`src/rtl/lcd_pkg.sv`:
```
// Shared constants for the HD44780-style LCD refresh sequencer:
// FSM state encoding, panel command bytes and sequence lengths.
package lcd_pkg;

  typedef logic [2:0] lcd_state_t;

  localparam lcd_state_t StPwrup   = 3'd0;
  localparam lcd_state_t StInit    = 3'd1;
  localparam lcd_state_t StClrwait = 3'd2;
  localparam lcd_state_t StRedraw  = 3'd3;
  localparam lcd_state_t StIdle    = 3'd4;

  localparam logic [7:0] CMD_FUNC_SET = 8'h38;
  localparam logic [7:0] CMD_DISP_ON  = 8'h0C;
  localparam logic [7:0] CMD_ENTRY    = 8'h06;
  localparam logic [7:0] CMD_CLEAR    = 8'h01;

  localparam logic [7:0] LINE1_ADDR = 8'h80;
  localparam logic [7:0] LINE2_ADDR = 8'hC0;

  localparam int unsigned InitWrites   = 4;
  localparam int unsigned RedrawWrites = 34;
  // Redraw step that carries the line-2 address command.
  localparam int unsigned Line2Step    = 17;

  function automatic logic [7:0] init_cmd(input logic [1:0] n);
    case (n)
      2'd0:    return CMD_FUNC_SET;
      2'd1:    return CMD_DISP_ON;
      2'd2:    return CMD_ENTRY;
      default: return CMD_CLEAR;
    endcase
  endfunction

endpackage

```
`src/rtl/lcd_tick_gen.sv`:
```
// Free-running divider: tick is high for one clk every CLK_DIV cycles,
// when the counter sits at CLK_DIV-1.
module lcd_tick_gen #(
  parameter int unsigned CLK_DIV = 50000
) (
  input  logic clk,
  input  logic rst,
  output logic tick
);

  localparam int unsigned CntW = (CLK_DIV > 2) ? $clog2(CLK_DIV) : 1;

  logic [CntW-1:0] cnt_q, cnt_d;

  assign tick = (cnt_q == CntW'(CLK_DIV - 1));

  always_comb begin
    cnt_d = tick ? '0 : cnt_q + CntW'(1);
  end

  always_ff @(posedge clk or posedge rst) begin
    if (rst) begin
      cnt_q <= '0;
    end else begin
      cnt_q <= cnt_d;
    end
  end

endmodule

```
`src/rtl/lcd_refresh_ctrl.sv`:
```
// HD44780 16x2 sequencer: power-up wait, init commands, then full redraws of
// both lines from the string ROM, with 2-tick E strobes per write.
module lcd_refresh_ctrl
  import lcd_pkg::*;
#(
  parameter int unsigned CLK_DIV     = 50000,
  parameter int unsigned PWRUP_STEPS = 20,
  parameter int unsigned CLEAR_STEPS = 2
) (
  input  logic       clk,
  input  logic       rst,
  input  logic       refresh_req,
  input  logic [7:0] char_in,
  output logic [4:0] index,
  output logic       busy,
  output logic       lcd_e,
  output logic       lcd_rs,
  output logic       lcd_rw,
  output logic [7:0] lcd_data
);

  localparam int unsigned MaxA     = (PWRUP_STEPS > RedrawWrites) ? PWRUP_STEPS : RedrawWrites;
  localparam int unsigned MaxSteps = (CLEAR_STEPS > MaxA) ? CLEAR_STEPS : MaxA;
  localparam int unsigned StepW    = $clog2(MaxSteps + 1);

  logic             tick;
  lcd_state_t       state_q, state_d;
  logic             phase_q, phase_d;  // 1: E is high, next tick is the e-fall
  logic [StepW-1:0] step_q, step_d;
  logic             pend_q, pend_d;
  logic [4:0]       index_q, index_d;
  logic             e_q, e_d;
  logic             rs_q, rs_d;
  logic [7:0]       data_q, data_d;

  logic             wr_rs;
  logic [7:0]       wr_data;
  logic             wr_last;

  lcd_tick_gen #(
    .CLK_DIV(CLK_DIV)
  ) u_tick_gen (
    .clk  (clk),
    .rst  (rst),
    .tick (tick)
  );

  // Decode the write belonging to the current step.
  always_comb begin
    wr_rs   = 1'b0;
    wr_data = 8'h00;
    wr_last = 1'b0;
    if (state_q == StInit) begin
      wr_data = init_cmd(step_q[1:0]);
      wr_last = (step_q == StepW'(InitWrites - 1));
    end else begin
      wr_last = (step_q == StepW'(RedrawWrites - 1));
      if (step_q == '0) begin
        wr_data = LINE1_ADDR;
      end else if (step_q == StepW'(Line2Step)) begin
        wr_data = LINE2_ADDR;
      end else begin
        wr_rs   = 1'b1;
        wr_data = char_in;
      end
    end
  end

  always_comb begin
    state_d = state_q;
    phase_d = phase_q;
    step_d  = step_q;
    pend_d  = pend_q;
    index_d = index_q;
    e_d     = e_q;
    rs_d    = rs_q;
    data_d  = data_q;

    if (refresh_req && (state_q != StIdle)) begin
      pend_d = 1'b1;
    end

    unique case (state_q)
      StPwrup: begin
        if (tick) begin
          if (step_q == StepW'(PWRUP_STEPS - 1)) begin
            step_d  = '0;
            state_d = StInit;
          end else begin
            step_d = step_q + StepW'(1);
          end
        end
      end
      StClrwait: begin
        if (tick) begin
          if (step_q == StepW'(CLEAR_STEPS - 1)) begin
            step_d  = '0;
            state_d = StRedraw;
          end else begin
            step_d = step_q + StepW'(1);
          end
        end
      end
      StInit, StRedraw: begin
        if (tick) begin
          if (!phase_q) begin
            e_d     = 1'b1;
            rs_d    = wr_rs;
            data_d  = wr_data;
            phase_d = 1'b1;
          end else begin
            e_d     = 1'b0;
            phase_d = 1'b0;
            if (wr_rs) begin
              index_d = index_q + 5'd1;
            end
            if (!wr_last) begin
              step_d = step_q + StepW'(1);
            end else begin
              step_d = '0;
              if (state_q == StInit) begin
                state_d = (CLEAR_STEPS == 0) ? StRedraw : StClrwait;
              end else if (pend_q || refresh_req) begin
                // Chain straight into the next redraw so busy never drops.
                state_d = StRedraw;
                pend_d  = 1'b0;
              end else begin
                state_d = StIdle;
              end
            end
          end
        end
      end
      StIdle: begin
        if (refresh_req) begin
          state_d = StRedraw;
        end
      end
      default: begin
        state_d = StPwrup;
      end
    endcase
  end

  always_ff @(posedge clk or posedge rst) begin
    if (rst) begin
      state_q <= StPwrup;
      phase_q <= 1'b0;
      step_q  <= '0;
      pend_q  <= 1'b0;
      index_q <= 5'd0;
      e_q     <= 1'b0;
      rs_q    <= 1'b0;
      data_q  <= 8'h00;
    end else begin
      state_q <= state_d;
      phase_q <= phase_d;
      step_q  <= step_d;
      pend_q  <= pend_d;
      index_q <= index_d;
      e_q     <= e_d;
      rs_q    <= rs_d;
      data_q  <= data_d;
    end
  end

  assign index    = index_q;
  assign busy     = (state_q != StIdle) || pend_q;
  assign lcd_e    = e_q;
  assign lcd_rs   = rs_q;
  assign lcd_rw   = 1'b0;
  assign lcd_data = data_q;

endmodule

```
`config.mk`:
```
export PLATFORM = sky130hd
export DESIGN_NAME = lcd_refresh_ctrl
export DESIGN_NICKNAME = d
export VERILOG_FILES = /design/src/rtl/lcd_pkg.sv /design/src/rtl/lcd_tick_gen.sv /design/src/rtl/lcd_refresh_ctrl.sv
export SDC_FILE = /design/constraint.sdc
export NUM_CORES = 1
export LEC_CHECK = 0
export ABC_AREA = 1
export CAP_MARGIN = 20
export CORE_MARGIN = 2
export CORE_UTILIZATION = 40
export DETAILED_ROUTE_END_ITERATION = 16
export PLACE_DENSITY = 0.6
export SYNTH_ARGS = -nofsm -noshare
export SYNTH_HDL_FRONTEND = slang
export SYNTH_SLANG_ARGS = --single-unit
```
`constraint.sdc`:
```
create_clock -name clk -period 4.7 [get_ports clk]
set_input_delay 0.705 -clock clk [delete_from_list [all_inputs] [get_ports clk]]
set_output_delay 0.705 -clock clk [all_outputs]
set_load 0.05 [all_outputs]
```
# After elaboration in Yosys (flattened, before gate mapping)

Cells that the tools add are included.

Add/sub/neg operators: 3
Equality and inequality tests: 21
Multiplexer cells: 36
Bitwise logic cells: 1
Reductions and logical operators: 13

Operators by type and width:

| cell                                                  | number |
|---|---|
| 2-to-1 mux 6 bit                                      | 7 |
| case mux 6 bit (3 select lines)                       | 2 |
| 2-to-1 mux 3 bit                                      | 10 |
| 2-to-1 mux 8 bit                                      | 3 |
| adder 16 x 1 -> 16 bit, second input constant         | 1 |
| == test 16 bit, second input constant                 | 1 |
| 2-to-1 mux 16 bit                                     | 1 |
| == test 6 x 5 -> 1 bit, second input constant         | 2 |
| 2-to-1 mux 1 bit                                      | 12 |
| case mux 3 bit (4 select lines)                       | 1 |
| inequality test 2 bit, second input constant          | 5 |
| AND reduction 8 bit                                   | 1 |
| adder 6 x 1 -> 6 bit, second input constant           | 1 |
| == test 3 x 2 -> 1 bit, second input constant         | 2 |
| == test 6 x 1 -> 1 bit, second input constant         | 1 |
| == test 6 x 2 -> 1 bit, second input constant         | 1 |
| == test 6 bit, second input constant                  | 1 |
| zero test 6 bit                                       | 1 |
| inequality test 2 x 1 -> 1 bit, second input constant | 3 |
| adder 5 x 1 -> 5 bit, second input constant           | 1 |
| AND reduction 5 bit                                   | 1 |
| AND reduction 4 bit                                   | 1 |
| == test 3 x 1 -> 1 bit, second input constant         | 1 |
| == test 3 bit, second input constant                  | 1 |
| 12 further kinds                                      | 13 |

Bits in registers: 41
Input bits: 11
Output and inout bits: 17
Word-level logic and storage cells: 82

# Logic depth before layout (Yosys ltp)

Gate-level depths: netlist of the first run.

Depth in word-level cells: 9
Depth in mapped cells: 10
Gate-level depth less buffers: 10

# Cells and area by module

A second synthesis of the first run with hierarchy kept.

Cell total of the unflattened synthesis: 320
Area, all modules: 2,434.8 um2

By module, submodules not included:

| module           | times used | cells each | area each (um2) | seq. area each (um2) |
|---|---|---|---|---|
| lcd_refresh_ctrl | 1          | 199        | 1,541.5         | 625.6 |
| lcd_tick_gen     | 1          | 121        | 893.4           | 400.4 |

# Worst setup path before layout of the first run

Ideal clock, no wire load.

Kind: flip-flop to output port
Start: reg state_q[0]
End: out busy
Arrival time: 1.140 ns
Required time: 3.995 ns
Slack: 2.855 ns
Stages on the path, launching flop included: 5
Path buffers: 1
Cell sequence: dfrtp_1 -> buf_2 -> nor2_1 -> nand2_1 -> or2_2

Cells in the longest elaborated chain, start to end: 2

Ends and longest elaborated chain:

| element                  | RTL line                | text |
|---|---|---|
| start: declaration       | lcd_refresh_ctrl.sv:27  | `lcd_state_t state_q, state_d;` |
| start signal: assignment | lcd_refresh_ctrl.sv:147 | `state_q <= StPwrup;` |
| start signal: assignment | lcd_refresh_ctrl.sv:156 | `state_q <= state_d;` |
| inequality test 3 bit    | lcd_refresh_ctrl.sv:168 | `assign busy = (state_q != StIdle) \|\| pend_q;` |
| logical OR 1 bit         | lcd_refresh_ctrl.sv:168 |  |
| end: declaration         | lcd_refresh_ctrl.sv:15  | `output logic busy,` |

Every way passes these cells.

# Final worst setup path of the first run

Same ends and word-level chain as after synthesis.

==> impl_metrics.json, run 1 <==
{
  "fp-row-count": 29,
  "globalplace.congestion": 0.8610,
  "via_count": 2251,
  "initial_detailed_routing_violation_count": 126,
  "cts.hold.buffers_added": 0,
  "ys_async_rst_share": 1.000,
  "syn-instance-count": 346,
  "final-max-slew-violation-count": 0,
  "total_global_routing_overflow": 0,
  "worst_setup_hold_path_clk_slew_ns": 0.08,
  "synth_cell_type_count": 36,
  "vias_in_the_first_global_route": 2107,
  "setup_tns_ns": 0,
  "post-cts-setup-buffer-count": 0,
  "critical_setup_path_class": "reg -> out",
  "tritoncts_clock_tree": "done",
  "synth_nets": 364,
  "synth_area_per_cell_sq_um": 7.424,
  "worst_pin_slew_ns": 0.5279,
  "cts-root-buf": "sky130_fd_sc_hd__clkbuf_8",
  "floorplan.core_area_sq_um": 6277,
  "synth-seq-cells": 41,
  "tritoncts.num_buffers": 5,
  "met2_usage": 0.2439,
  "antenna_cells": 0,
  "grt_pass1_wl_um": 9936,
  "post_cts_resize_count": 0,
  "synthToLayoutAreaGrowth_pct": 17.05,
  "postSynth.topFlopCell": "sky130_fd_sc_hd__dfrtp_1",
  "clkLatencyLatePin_ns": 0.30,
  "worst_ep_arrival_time_ns": 2.11,
  "status": "completed",
  "kind_of_end_point_of_the_critical_path": "primary output",
  "final.period_utilization": 0.5993,
  "grt_max_degree": 42,
  "num-fill-cells": 653,
  "final_nets": 392,
  "clockBufferDepth": 2,
  "die_width_um": 84.14,
  "gr-usage-all-layers": 0.1731,
  "finClkSkew_ns": 0.007088,
  "cp_max_fo": 8,
  "cellLeakagePower_nw": 1.410,
  "grt_setup_unrepaired": "false",
  "clock_sinks": 41,
  "drc_errors": 0,
  "synth-warning-count": 0,
  "peakVddDrop_mv": 0.1238,
  "synth-edff-count": 0,
  "fmaxAchievable_ghz": 0.3550,
  "fin_crit_ns": 2.817,
  "worstSetupStartpointType": "flip-flop",
  "cap_viol_max_count": 0,
  "initial_core_util": 0.4092,
  "floorplan.die.height_um": 84.14,
  "layout.cells.most_common_list": "sky130_fd_sc_hd__nand2_1, sky130_fd_sc_hd__nor2_1, sky130_fd_sc_hd__dfrtp_1, sky130_fd_sc_hd__nand3_1, sky130_fd_sc_hd__inv_1",
  "io_pins": 28,
  "postRouteWirelength_um": 5597,
  "detail_route.first_pass.iterations": 4,
  "global_route.peak_usage_layer": "met1",
  "gr-usage-met1": 0.2627,
  "finalHoldViolCount": 0,
  "syn-cell-area_sq_um": 2569,
  "post-layout-total-power_mw": 0.8009,
  "minimum_setup_slack_in_the_final_design_ns": 1.883,
  "die_area_sq_um": 7079,
  "proportion_of_layout_cells_with_a_drive_suffix_above_1": 0.09067,
  "ctsHtreeMaxLevel": 2,
  "timing.max_slew.rel_slack": 0.6481,
  "worstPathRequired_ns": 3.99,
  "hold_path_class": "reg -> reg",
  "powerDensity_nw_per_um2": 266.4,
  "dp_worst_setup_slack_ns": 2.216,
  "io_buf_count": 26,
  "vias_per_cell": 4.980,
  "wire_per_inst_um": 12.38,
  "finalSetupViolations": 0,
  "synth_sequential_area_ratio": 0.3994,
  "area.sequential_sq_um": 1026,
  "final_common_cell": "sky130_fd_sc_hd__nand2_1",
  "antenna_found_initial": 0,
  "multi_input_area_sq_um": 1355,
  "ant_nets": 0,
  "use_met3": 0.03933,
  "detailedPlacementHpwl_um": 4212
}
[cell usage after synthesis, types with 2 or more instances]
master	instances	area, sq um
sky130_fd_sc_hd__nor2_1	43	161.4
sky130_fd_sc_hd__nor2_2	3	18.77
sky130_fd_sc_hd__o21ai_0	11	55.05
sky130_fd_sc_hd__inv_2	5	18.77
sky130_fd_sc_hd__xnor2_1	4	35.03
sky130_fd_sc_hd__o22ai_1	2	12.51
sky130_fd_sc_hd__o21ai_2	2	17.52
sky130_fd_sc_hd__o21ai_1	3	15.01
sky130_fd_sc_hd__nand2_1	88	330.3
sky130_fd_sc_hd__nor2_4	2	22.52
sky130_fd_sc_hd__a21oi_1	5	25.02
sky130_fd_sc_hd__nand4_1	8	50.05
sky130_fd_sc_hd__nor3_1	8	40.04
sky130_fd_sc_hd__nand2_2	4	25.02
sky130_fd_sc_hd__nand3_2	3	30.03
sky130_fd_sc_hd__inv_1	35	131.4
sky130_fd_sc_hd__dfrtp_1	41	1026
sky130_fd_sc_hd__xor2_1	13	113.9
sky130_fd_sc_hd__buf_2	3	15.01
sky130_fd_sc_hd__nand3_1	40	200.2
sky130_fd_sc_hd__ha_1	7	87.58
sky130_fd_sc_hd__or2_2	2	12.51
[path summary, 6_finish.rpt]
kind,slack [ns],start,to,cells past startpoint
hold / removal,0.47,lcd_data[1],lcd_data[1],2
setup reg to reg,2.75,step_q[1],index[0],7
hold reg to reg,0.47,lcd_data[1],lcd_data[1],2
min in group asynchronous,0.84,rst,u_tick_gen.cnt_q[14],3
max in group asynchronous,3.49,rst,index[3],3
setup / recovery,1.88,state_q[0],busy,4
[critical path, cell delays in order (launching register included)]
cell and delay [ns]:
sky130_fd_sc_hd__dfrtp_1 0.49, sky130_fd_sc_hd__nor2_1 0.21, sky130_fd_sc_hd__nand2_1 0.11, sky130_fd_sc_hd__or2_2 0.30, sky130_fd_sc_hd__clkdlybuf4s50_1 0.71
[cells by family (layout without fill, tap and decap cells)]
group,count (synthesis),in the layout,share of synthesized area
DFF,41,41,0.3994
AOI/OAI and AO/OA,27,27,0.06040
and+or+nand+nor,207,207,0.3736
adders and majority gates,7,7,0.03409
other,1,1,0.001460
xor gates and xnor gates,17,17,0.05796
buffers and inverters,46,75,0.07306
[power by group]
group	switching, mW	internal, mW
Sequential	0.0106	0.358
Clock	0.128	0.160
Combinational	0.0968	0.0478
Total	0.235	0.566
[registers in the layout, summed over array words and instances (netlist names)]
register,count
u_tick_gen.cnt_q,16
step_q,6
lcd_rs,1
lcd_e,1
state_q,3
lcd_data,8
index,5
pend_q,1
[layer usage]
metal | up-vias | wire (um)
met5 | - | 0
met4 | 0 | 62
met3 | 5 | 262
met2 | 44 | 2299
met1 | 1035 | 2972
li1 | 1167 | -
[per-stage QoR]
step | utilization | instances | area [sq um] | hold WS, ns
floorplan | - | 346 | 2569 | 0.4749
global placement | 0.4612 | 444 | 2895 | 0.4586
detailed placement | 0.4612 | 444 | 2895 | 0.4625
CTS | 0.4790 | 452 | 3007 | 0.4829
global route | 0.4790 | 452 | 3007 | 0.5161
finish | 0.4790 | 452 | 3007 | 0.4740
[layout make-up]
cell class | instances | share of cell area
sequential | 41 | 0.3412
multi-input combinational | 259 | 0.4507
tap | 77 | 0.03204
inverter | 40 | 0.04994
clock buffer | 6 | 0.02414
clock inverter | 2 | 0.01290
timing repair buffer | 27 | 0.08906
No activity file was read; power rests on OpenSTA's default activity.
==> run 2: changes to the inputs <==
--- a/config.mk
+++ b/config.mk
@@ -10,7 +10,7 @@
 export CORE_MARGIN = 2
 export CORE_UTILIZATION = 40
 export DETAILED_ROUTE_END_ITERATION = 16
-export PLACE_DENSITY = 0.6
+export PLACE_DENSITY = 0.62
 export SYNTH_ARGS = -nofsm -noshare
 export SYNTH_HDL_FRONTEND = slang
 export SYNTH_SLANG_ARGS = --single-unit
==> constraint.sdc (replaced) <==
create_clock -name clk -period 2.36 [get_ports clk]
set_input_delay 0.354 -clock clk [delete_from_list [all_inputs] [get_ports clk]]
set_output_delay 0.354 -clock clk [all_outputs]
set_load 0.05 [all_outputs]
==> run 2 against run 1 <==
Compared with the run above:
- hold slack improved by 0.0038 ns
- sequential power up 99%
- via count fell by 0.13%
- critical endpoint is now lcd_e
- sequential share of layout area up 0.11 points
- critical path depth decreased by 3
==> impl_metrics.json, run 2 (same netlist as run 1, synthesis figures left out) <==
{
  "die_width_um": 84.14,
  "cpLargestDelayFamily": "buffers and inverters",
  "fin_crit_ns": 2.042,
  "post_cts_resize_count": 0,
  "proportion_of_layout_cells_with_a_drive_suffix_above_1": 0.09358,
  "hold_path_class": "reg -> reg",
  "antenna_found_initial": 0,
  "fp-row-count": 29,
  "vias_per_cell": 4.984,
  "combPwrFrac": 0.185,
  "clkLatencyLatePin_ns": 0.29,
  "io_buf_count": 26,
  "antenna_cells": 0,
  "slowest_stage": "sky130_fd_sc_hd__clkdlybuf4s50_1",
  "fmaxAchievable_ghz": 0.4896,
  "whs_endpoint": "lcd_data[4]",
  "grt_pass1_wl_um": 10140,
  "power.clock.fraction": 0.350,
  "largest_register_ffs": 16,
  "final_common_cell": "sky130_fd_sc_hd__nand2_1",
  "finalHoldViolCount": 0,
  "post-cts-setup-buffer-count": 0,
  "final.period_utilization": 0.8654,
  "power.sequential.fraction": 0.466,
  "vias_in_the_first_global_route": 2150,
  "floorplan.die.height_um": 84.14,
  "tritoncts.num_buffers": 5,
  "crit_path_cell_trace": "clkdlybuf4s50_1",
  "worstSetupStartpointType": "flip-flop",
  "reg2reg_depth": 7,
  "peakVddDrop_mv": 0.2513,
  "wire_per_inst_um": 12.67,
  "area.sequential_sq_um": 1026,
  "powerDensity_nw_per_um2": 526.8,
  "kind_of_end_point_of_the_critical_path": "primary output",
  "drc_errors": 0,
  "cp_max_fo": 6,
  "die_area_sq_um": 7079,
  "multi_input_area_sq_um": 1355,
  "worst_path_largest_cell_delay_ns": 0.87,
  "power.share.switching": 0.2920,
  "grt_setup_unrepaired": "false",
  "r2r_end": "index[0]",
  "postRouteWirelength_um": 5714,
  "grt_max_degree": 42,
  "timing.max_slew.rel_slack": 0.6415,
  "synthToLayoutAreaGrowth_pct": 16.66,
  "tritoncts_clock_tree": "done",
  "worst_pin_slew_ns": 0.5378,
  "status": "completed",
  "setup_tns_ns": 0,
  "initial_core_util": 0.4092,
  "cap_viol_max_count": 0,
  "detailedPlacementHpwl_um": 4358,
  "cellLeakagePower_nw": 1.412,
  "final-max-slew-violation-count": 0,
  "ctsHtreeMaxLevel": 2,
  "worstPathRequired_ns": 2.01,
  "timing.hold.worst.start": "lcd_data[4]",
  "r2r_slack_ns": 0.44,
  "worst-path-stages": 1,
  "worst_ep_arrival_time_ns": 1.69,
  "gr-usage-all-layers": 0.1753,
  "clockBufferDepth": 2,
  "holdPathStages": 2,
  "via_count": 2248,
  "clock_sinks": 41,
  "cts-root-buf": "sky130_fd_sc_hd__clkbuf_8",
  "detail_route.first_pass.iterations": 4,
  "critical_path.n_buffers_inverters": 1,
  "initial_detailed_routing_violation_count": 120,
  "floorplan.core_area_sq_um": 6277,
  "power.internal_mw": 1.118,
  "crit-reg2reg-launch": "step_q[1]",
  "total_global_routing_overflow": 0,
  "num-fill-cells": 628,
  "finClkSkew_ns": 0.008424,
  "max_flop_register": "u_tick_gen.cnt_q",
  "io_pins": 28,
  "worst_setup_hold_path_clk_slew_ns": 0.08,
  "critical_setup_path_class": "reg -> out",
  "ant_nets": 0,
  "post-layout-total-power_mw": 1.579,
  "layout.cells.most_common_list": "sky130_fd_sc_hd__nand2_1, sky130_fd_sc_hd__nor2_1, sky130_fd_sc_hd__dfrtp_1, sky130_fd_sc_hd__nand3_1, sky130_fd_sc_hd__inv_1",
  "cts.hold.buffers_added": 0,
  "power.net_switching_mw": 0.4610,
  "finalSetupViolations": 0,
  "globalplace.congestion": 0.8311,
  "final_nets": 392
}
## run 2: layout make-up
cell class	instances	area share
inverters	40	0.05010
multi-input cells	259	0.4522
clock buffers	5	0.02296
clock inverters	2	0.01169
repair buffers	27	0.08852
well taps	77	0.03215
flip-flops and latches	41	0.3424
## run 2: per-stage QoR
stage | utilization | worst slack, ns | instance area [sq um] | cells | hold WS, ns
after floorplan | - | 0.7637 | 2569 | 346 | 0.4749
after detailed placement | 0.4608 | 0.4734 | 2893 | 444 | 0.4592
after global routing | 0.4774 | 0.2676 | 2997 | 451 | 0.5109
after global placement | 0.4608 | 0.5047 | 2893 | 444 | 0.4560
after CTS | 0.4774 | 0.3106 | 2997 | 451 | 0.4801
final | 0.4774 | 0.3177 | 2997 | 451 | 0.4778
## run 2: worst max-delay path by stage
stage | startpoint | endpoint | slack [ns]
finish | lcd_e | lcd_e | 0.32
global route | lcd_e | lcd_e | 0.27
CTS | lcd_e | lcd_e | 0.31
detailed placement | step_q[1] | index[0] | 0.47
global placement | step_q[1] | index[0] | 0.50
floorplan | step_q[0] | index[0] | 0.76
## run 2: power groups by stage
stage / clock network, mW / registers (mW) / logic (mW)
5_1_grt: 0.601 / 0.739 / 0.338
6_report: 0.552 / 0.735 / 0.291
3_3_place_gp: 0 / 0.748 / 0.287
2_1_floorplan: 0 / 0.739 / 0.224
4_1_cts: 0.572 / 0.735 / 0.291
3_5_place_dp: 0 / 0.749 / 0.290
## run 2: layer usage
layer  wire (um)  GRT usage  vias up
met3         262    0.03245        2
met5           0          0        -
li1            -          -     1167
met4          35    0.04545        0
met1        2850     0.2599     1028
met2        2566     0.2648       51
==> RTL change (config.mk and constraints of run 2) <==
Change the package constant `RedrawWrites` from 34 to 17.
--- a/src/rtl/lcd_pkg.sv
+++ b/src/rtl/lcd_pkg.sv
@@ -21,3 +21,3 @@
   localparam int unsigned InitWrites   = 4;
-  localparam int unsigned RedrawWrites = 34;
+  localparam int unsigned RedrawWrites = 17;
   // Redraw step that carries the line-2 address command.
Check against the original RTL: no difference found for any inputs over 10 cycles, from zero or initial values and one cycle with rst high; that may be too few to reach the edited logic, so the function may still have changed.
==> RTL change against run 2 <==
- sequential cell count fell by 1
- count of clock-buffer cells in the layout is the same
- synthesized area decreased by 2.6%
- setup slack better by 0.019 ns
- routed wire length shrank 5.0%
- critical path depth unchanged
- design area down 2.7%
Power is not compared: it rests on default switching activity, and its combinational part moved more than twofold at a synthesized area within 25%.
==> RTL change: results (changes against run 2) <==
number of antenna repair diodes -> 0 (unchanged)
CTS Buf Count -> 5 (unchanged)
Clock Path Buffers -> 2 (unchanged)
post-synth cell types -> 34 (-5.6%)
hold path depth -> 1 (-1)
Synth async-reset ratio -> 100% (unchanged)
max reg flops -> 16 (unchanged)
yosys warns -> 0 (unchanged)
GPL Wtd Cong -> 0.878 (+5.7%)
first-pass GRT wire length -> 9.83 mm (-3.0%)
DRT iter0 DRCs -> 88 (-27%)
via count -> 2183 (-2.9%)
outcome -> finished, final reports clean
P_leak -> 1.48 nW
Final Skew -> 0.00446 ns (-0.00396 ns)
Min-Delay Path Class -> flop to flop
Max-Cap Viols -> 0 (unchanged)
Syn Inst Count -> 335 (-3.2%)
Max Fanout on Critical Path -> 8 (+2)
Nets -> 384 (-2.0%)
placed cells -> 433 (-2.5%)
H-tree levels -> 2 (unchanged)
fraction of the yosys area taken by sequential cells -> 40.0% (+0.078 points)
layout cells sized above 1 -> 10.4% (+1.1 points)
worst vdd ir -> 0.000324 V
launch point of the worst reg-to-reg path -> step_q[0]
Syn Nets -> 354 (-2.7%)
Critical Path Max Stage Delay -> 0.86 ns
Crit path max-delay family -> buffers and inverters
area leader, netlist -> dfrtp_1
Worst EP arrival -> 1.67 ns (-0.02 ns)
DP Wirelength -> 4.02 mm (-7.7%)
Routed Wire Length -> 5.43 mm (-5.0%)
Largest Register -> u_tick_gen.cnt_q
commonest cells in the netlist -> 95 x nand2_1, 45 x nand3_1, 40 x dfrtp_1, 30 x nor2_1, 29 x inv_1
vias per inst -> 4.96 (-0.46%)
worst hold path startpoint -> u_tick_gen.cnt_q[0]
CP Launch Point -> lcd_e
length in cells of the worst reg-to-reg path -> 8 (+1)
leading post-synthesis cells by cell area -> dfrtp_1 40%, nand2_1 14%, nand3_1 9.0%, nor2_1 4.5%, inv_1 4.4%
Max-slew headroom -> 65.6% (+1.5 points)
GR Util All Layers -> 17.0% (-0.48 points)
TritonRoute pass-1 iters -> 4 (unchanged)
largest net degree at the start of global routing -> 41 (-2.4%)
==> RTL change: final timing paths <==
check	endpoint	slack, ns
setup / recovery	lcd_e	0.34
hold / removal	u_tick_gen.cnt_q[0]	0.47
max in group asynchronous	lcd_data[6]	1.53
hold reg to reg	u_tick_gen.cnt_q[0]	0.47
min in group asynchronous	index[0]	0.48
setup reg to reg	index[2]	0.57
==> RTL change: where the power goes <==
group	switching [mW]	leakage [nW]	internal, mW
clock network	0.257	0.0400	0.200
registers	0.0000000000000000177	0.503	0.685
logic	0.0196	0.935	0.0159
==> RTL change: logic make-up after synthesis <==
family,after synthesis,share of synthesized area (%)
AO/OA/AOI/OAI,29,6.55
AND/OR/NAND/NOR,202,38.4
flip-flops,40,40.0
XOR/XNOR,10,3.50
adder cells (fa/ha/maj),8,4.00
buffers and inverters,45,7.40
other,1,0.150
==> RTL change: final cells by class <==
type                       instances  area, um2
multi-input combinational        250       1320
sequential                        40       1000
inverter                          41        154
tap                               75       93.8
clock buffer                       5       68.8
clock inverter                     2       12.5
timing repair buffer              27        270
fill                             599       3080
==> RTL change: per-layer routing <==
layer	global-route usage [%]	wire, um
met2	27.2	2540
met1	22.9	2580
met5	0	0
met3	3.48	190
met4	6.26	117
==> RTL change: repair_timing <==
action	4_1_cts	5_1_grt
endpoints found under the setup margin	0	1
buffers inserted	0	0
gates resized for setup	0	1
==> RTL change: through the flow <==
stage	setup slack [ns]	util, %	total power [mW]	cell area, um2
after global placement	0.399	47.3	0.735	2830
after CTS	0.0174	48.6	1.20	2910
after global routing	0.272	48.7	1.21	2920
after detailed placement	0.368	47.3	0.736	2830
after floorplan	0.813	-	0.714	2500
final	0.337	48.7	1.18	2920
